## src/rtl/tlp_tx_arbiter.sv

```systemverilog
`timescale 1ns/1ps
`default_nettype none
// ============================================================================
// Module  : tlp_tx_arbiter
// Brief   : Packet-atomic round-robin arbiter feeding the single FPGA->Host
//           TLP transmit pipe, with a 2-entry output skid buffer that breaks
//           the txReady_in -> reqReady_out combinational path.
// Revision: 1.0 - initial release
// ============================================================================
module tlp_tx_arbiter #(
  parameter int NUM_REQ = 2
) (
  input  logic                      pcieClk_in,
  input  logic                      reset_in,
  input  logic [NUM_REQ-1:0][63:0]  reqData_in,
  input  logic [NUM_REQ-1:0]        reqSOP_in,
  input  logic [NUM_REQ-1:0]        reqEOP_in,
  input  logic [NUM_REQ-1:0]        reqValid_in,
  output logic [NUM_REQ-1:0]        reqReady_out,
  output logic [63:0]               txData_out,
  output logic                      txSOP_out,
  output logic                      txEOP_out,
  output logic                      txValid_out,
  input  logic                      txReady_in,
  output logic [NUM_REQ-1:0]        grant_out,
  output logic                      protocolErr_out
);

  localparam int IDX_W = (NUM_REQ > 1) ? $clog2(NUM_REQ) : 1;

  // GAP is the single dead cycle after a multi-beat packet ends.
  localparam logic [1:0] ST_IDLE   = 2'd0;
  localparam logic [1:0] ST_LOCKED = 2'd1;
  localparam logic [1:0] ST_GAP    = 2'd2;

  logic [1:0]        state_q, state_d;
  logic [IDX_W-1:0]  owner_q, owner_d;
  logic [IDX_W-1:0]  last_q, last_d;
  logic [1:0][65:0]  mem_q, mem_d;
  logic              wr_ptr_q, wr_ptr_d;
  logic              rd_ptr_q, rd_ptr_d;
  logic [1:0]        count_q, count_d;
  logic              err_q, err_d;

  logic [NUM_REQ-1:0] eligible;
  logic [NUM_REQ-1:0] grant;
  logic [IDX_W-1:0]   sel_idx;
  logic [IDX_W-1:0]   cand;
  logic [IDX_W-1:0]   cur_idx;
  logic               sel_found;
  logic               full;
  logic               accept;
  logic               pop;
  logic               in_sop;
  logic               in_eop;
  logic [65:0]        head;

  assign eligible = reqValid_in & reqSOP_in;
  assign full     = (count_q == 2'd2);

  // Round-robin scan for the first SOP-valid requester after the last winner.
  always_comb begin : arb_scan
    sel_found = 1'b0;
    sel_idx   = '0;
    cand      = '0;
    for (int off = 1; off <= NUM_REQ; off++) begin
      cand = IDX_W'((int'(last_q) + off) % NUM_REQ);
      if (!sel_found && eligible[cand]) begin
        sel_found = 1'b1;
        sel_idx   = cand;
      end
    end
  end

  // FSM outputs: grant is held for the owner while locked, dropped during reset.
  always_comb begin : fsm_out
    grant   = '0;
    cur_idx = owner_q;
    if (!reset_in) begin
      case (state_q)
        ST_IDLE: begin
          if (sel_found && !full) begin
            grant[sel_idx] = 1'b1;
            cur_idx        = sel_idx;
          end
        end
        ST_LOCKED: grant[owner_q] = 1'b1;
        default: ;
      endcase
    end
  end

  assign reqReady_out = grant & {NUM_REQ{!full}};
  assign accept       = |(reqValid_in & reqReady_out);
  assign in_sop       = reqSOP_in[cur_idx];
  assign in_eop       = reqEOP_in[cur_idx];

  // FSM next state: lock on a multi-beat SOP, release after the owner's EOP.
  always_comb begin : fsm_next
    state_d = state_q;
    owner_d = owner_q;
    last_d  = last_q;
    case (state_q)
      ST_IDLE: begin
        if (accept) begin
          last_d = sel_idx;
          if (!(in_sop && in_eop)) begin
            state_d = ST_LOCKED;
            owner_d = sel_idx;
          end
        end
      end
      ST_LOCKED: if (accept && in_eop) state_d = ST_GAP;
      ST_GAP:    state_d = ST_IDLE;
      default:   state_d = ST_IDLE;
    endcase
  end

  // FSM state register.
  always_ff @(posedge pcieClk_in) begin : fsm_reg
    if (reset_in) begin
      state_q <= ST_IDLE;
      owner_q <= '0;
      last_q  <= IDX_W'(NUM_REQ - 1);
    end else begin
      state_q <= state_d;
      owner_q <= owner_d;
      last_q  <= last_d;
    end
  end

  assign head        = mem_q[rd_ptr_q];
  assign txValid_out = (count_q != 2'd0);
  assign txData_out  = txValid_out ? head[63:0] : 64'd0;
  assign txSOP_out   = txValid_out & head[65];
  assign txEOP_out   = txValid_out & head[64];
  assign pop         = txValid_out & txReady_in;

  // Skid buffer bookkeeping and the sticky protocol-error flag.
  always_comb begin : skid_next
    mem_d    = mem_q;
    wr_ptr_d = wr_ptr_q ^ accept;
    rd_ptr_d = rd_ptr_q ^ pop;
    count_d  = count_q;
    if (accept && !pop) count_d = count_q + 2'd1;
    if (!accept && pop) count_d = count_q - 2'd1;
    if (accept) mem_d[wr_ptr_q] = {in_sop, in_eop, reqData_in[cur_idx]};
    err_d = err_q | ((state_q == ST_IDLE) && (|(reqValid_in & ~reqSOP_in)));
  end

  // Skid buffer and error registers; reset flushes any partial packet.
  always_ff @(posedge pcieClk_in) begin : skid_reg
    if (reset_in) begin
      mem_q    <= '0;
      wr_ptr_q <= 1'b0;
      rd_ptr_q <= 1'b0;
      count_q  <= 2'd0;
      err_q    <= 1'b0;
    end else begin
      mem_q    <= mem_d;
      wr_ptr_q <= wr_ptr_d;
      rd_ptr_q <= rd_ptr_d;
      count_q  <= count_d;
      err_q    <= err_d;
    end
  end

  assign grant_out       = grant;
  assign protocolErr_out = err_q;

endmodule
`default_nettype wire

```

## config.mk

```make
export PLATFORM = sky130hd
export DESIGN_NAME = tlp_tx_arbiter
export DESIGN_NICKNAME = d
export VERILOG_FILES = /design/src/rtl/tlp_tx_arbiter.sv
export SDC_FILE = /design/constraint.sdc
export NUM_CORES = 1
export LEC_CHECK = 0
export CAP_MARGIN = 20
export CORE_ASPECT_RATIO = 1.25
export CORE_UTILIZATION = 51
export CTS_CLUSTER_DIAMETER = 50
export DETAILED_ROUTE_END_ITERATION = 16
export PLACE_DENSITY = 0.87
export SYNTH_ARGS = -nofsm -noshare
export SYNTH_HDL_FRONTEND = slang
export SYNTH_SLANG_ARGS = --single-unit
```

## constraint.sdc

```tcl
create_clock -name pcieClk_in -period 5.6 [get_ports pcieClk_in]
set_input_delay 0.56 -clock pcieClk_in [delete_from_list [all_inputs] [get_ports pcieClk_in]]
set_output_delay 0.56 -clock pcieClk_in [all_outputs]
set_load 0.02 [all_outputs]
```

==> run metrics <==
Slew headroom 35.0%; buffers plus inverters on the worst setup path 2; Crit path max-delay family buffers and inverters; Sink Count 141; main combinational cell family by area after synthesis multiplexers; Cells after Synth 731; first-pass GRT wire length 26.0 mm; worst IR drop on VDD 0.000210 V; largest net degree at the start of global routing 110; Ys Warns 0; Netlist cell types 34; DRT Pass-1 Iters 5; Clock Latency Late Sink 0.41 ns; WL/cell 14.9 um; CP max FO 45; Ant. Diodes 0; synthesized area 0.00663 mm2; adder-cell share of the synthesized area 0.566%; skew final 0.0105 ns; Final HPWL DP 10.6 mm; pre-CTS setup slack 1.84 ns; Die H 129 um; Clock Pin Slew Worst Setup and Hold Paths 0.06 ns; max-cap viol count 0; # IOs 209; synthesis-stage register bit count 141; root buf cell clkbuf_16; initial antenna violation count 0; Initial Utilization 52.3%; sequential cell area fraction in the yosys report 42.6%; CTS tree built; die area 0.0135 mm2; WS Path Type register to primary output; Longest Clk Path Bufs 2; Core ar. 0.0127 mm2; remaining antenna violation count after routing 0; Logic pwr share 28.7%; number of synthesized flops with an enable pin 0; Sw Share 32.1%; CTS Hold Bufs 0; nets 1039; Critical Path, Cell by Cell buf_4 > mux2i_1 > nor2_1 > clkdlybuf4s50_1; top_reg_cell synth dfxtp_1; post-synthesis net count 871; gpl congestion 0.925; asr flop ratio synth 0%; postcts setup bufs 0; Crit-path slowest cell dfxtp_4; slowest stage delay, CP 0.90 ns; mux contribution to synthesized area 19.9%; Final Cycle Share 58.8%; Worst Setup Start Kind register; endpoints failing hold 0; Clk pwr share 33.4%; Lkg Pwr 3.40 nW; Setup TNS 0 ns; final hold slack 0.470 ns; status finished clean; Worst Setup SP rd_ptr_q; setup ws final 2.31 ns; vias in the first global route 5613; sequential share of power 37.9%; Syn-to-layout area delta 39.8%; Period minus WS final 3.29 ns; via count 5877; proportion of layout cells with a drive suffix above 1 5.26%; WP data arrival 2.73 ns; switching power 1.05 mW; all-layer global routing usage 23.7%; H-tree Lvls 4; Hold Startpoint protocolErr_out; Required @ worst endpoint 5.04 ns; max frequency 0.304 GHz; Slew Limit Fails 0; post-cts sizing count 0; row count 46; Compound-Gate Fraction of Synth Area 16.8%; RSZ-0062 raised after global routing no; # setup viols final 0; post-synthesis simple-gate area fraction 13.8%; DR iter-0 viols 242; Num CTS Buffers 17; Worst-Margin Slew 0.973 ns; Pwr per Cell Area 354 mW/mm2; Layout Utilization 73.2%; synthesized area per cell 9.06 um2; Die X 104 um; Post-Route WL 16.1 mm; r2r startpoint state_q[1]; xor and xnor fraction of the mapped netlist area 0.397%; CP endpoint kind primary output; number of vias per cell 5.44; total gr overflow 0; Port Buf Inserts 208; worst hold path class register to register; Internal 2.23 mW; DR DRC count 0
[power groups by stage]
stage                     combinational, mW  sequential (mW)  clock, mW
final                                 0.942             1.24       1.09
after global placement                0.914             1.26          0
after floorplan                       0.663             1.19          0
after CTS                             0.940             1.24       1.11
after detailed placement              0.933             1.26          0
after global routing                   1.02             1.26       1.15
[cells in the final DEF, fill, tap and decap left out, types with 3 or more instances in the layout]
master	netlist	routed
a211oi_1	132	132
a21oi_1	4	4
buf_4	0	9
clkbuf_16	0	17
clkdlybuf4s50_1	0	207
clkinv_2	0	3
clkinvlp_4	0	3
dfxtp_1	141	140
inv_1	6	6
mux2i_1	132	132
nand2_1	5	5
nand3_1	4	4
nor2_1	204	203
nor3_1	4	4
[through the flow]
stage | total power, mW | instances | cell area [um2]
finish | 3.28 | 1080 | 9270
global route | 3.43 | 1080 | 9270
CTS | 3.29 | 1079 | 9240
detailed placement | 2.19 | 1047 | 8660
global placement | 2.17 | 1047 | 8660
floorplan | 1.85 | 731 | 6630
[cells in the mapped netlist (2+ instances only)]
cell      number  area, um2
nor2_1       204        766
dfxtp_1      141       2820
a211oi_1     132        991
mux2i_1      132       1320
clkbuf_1      50        188
buf_1         10       37.5
buf_12         6        120
inv_1          6       22.5
nand2_1        5       18.8
a21oi_1        4       20.0
nand3_1        4       20.0
nor3_1         4       20.0
ha_1           3       37.5
a21o_1         2       15.0
a22oi_1        2       15.0
and2_1         2       12.5
buf_6          2       22.5
nand2b_1       2       12.5
nor2b_1        2       12.5
o21ai_0        2       10.0
or3_4          2       22.5
xnor2_1        2       17.5
[logic make-up (layout without fill, tap and decap cells)]
group	Yosys count	after routing
simple gates	229	229
compound gates	149	149
flops	141	141
mux	132	132
buf+inv	74	255
fa+ha+maj	3	3
xor+xnor	3	3
[per-layer routing]
layer | share of wire (%) | vias up | global-route usage (%)
li1 | - | 2940 | -
met1 | 41 | 2745 | 26.8
met2 | 52 | 171 | 42.5
met3 | 5.1 | 21 | 5.99
met4 | 2.0 | 0 | 10.3
met5 | 0 | - | 0
[worst reg2reg max path: cells and delay by family, from the launching register on]
kind                       cells  cell delay (ns)
buffers and inverters          2             0.62
and+or+nand+nor                5             1.04
AOI/OAI and AO/OA              1             0.24
adders and majority gates      1             0.67
DFF                            1             0.33
[flip-flops by register name (all words and copies together), names as in the netlist]
register,flops
state_q,2
wr_ptr_q,1
mem_q,132
rd_ptr_q,1
count_q,2
protocolErr_out,1
last_q,1
owner_q,1
[final timing paths]
check | cells past startpoint | slack, ns | endpoint
min reg2reg | 2 | 0.47 | protocolErr_out
max | 4 | 2.31 | txData_out[34]
max reg2reg | 9 | 2.61 | mem_q[94]
min | 2 | 0.47 | protocolErr_out
[final cells by class]
class / instances / area, um2
inverters: 6 / 22.5
repair buffers: 217 / 2170
clock inverters: 13 / 139
flip-flops and latches: 141 / 2830
clock buffers: 19 / 443
multi-input cells: 516 / 3460
well taps: 168 / 210
fillers: 929 / 3400
No activity file was read; power rests on OpenSTA's default activity.
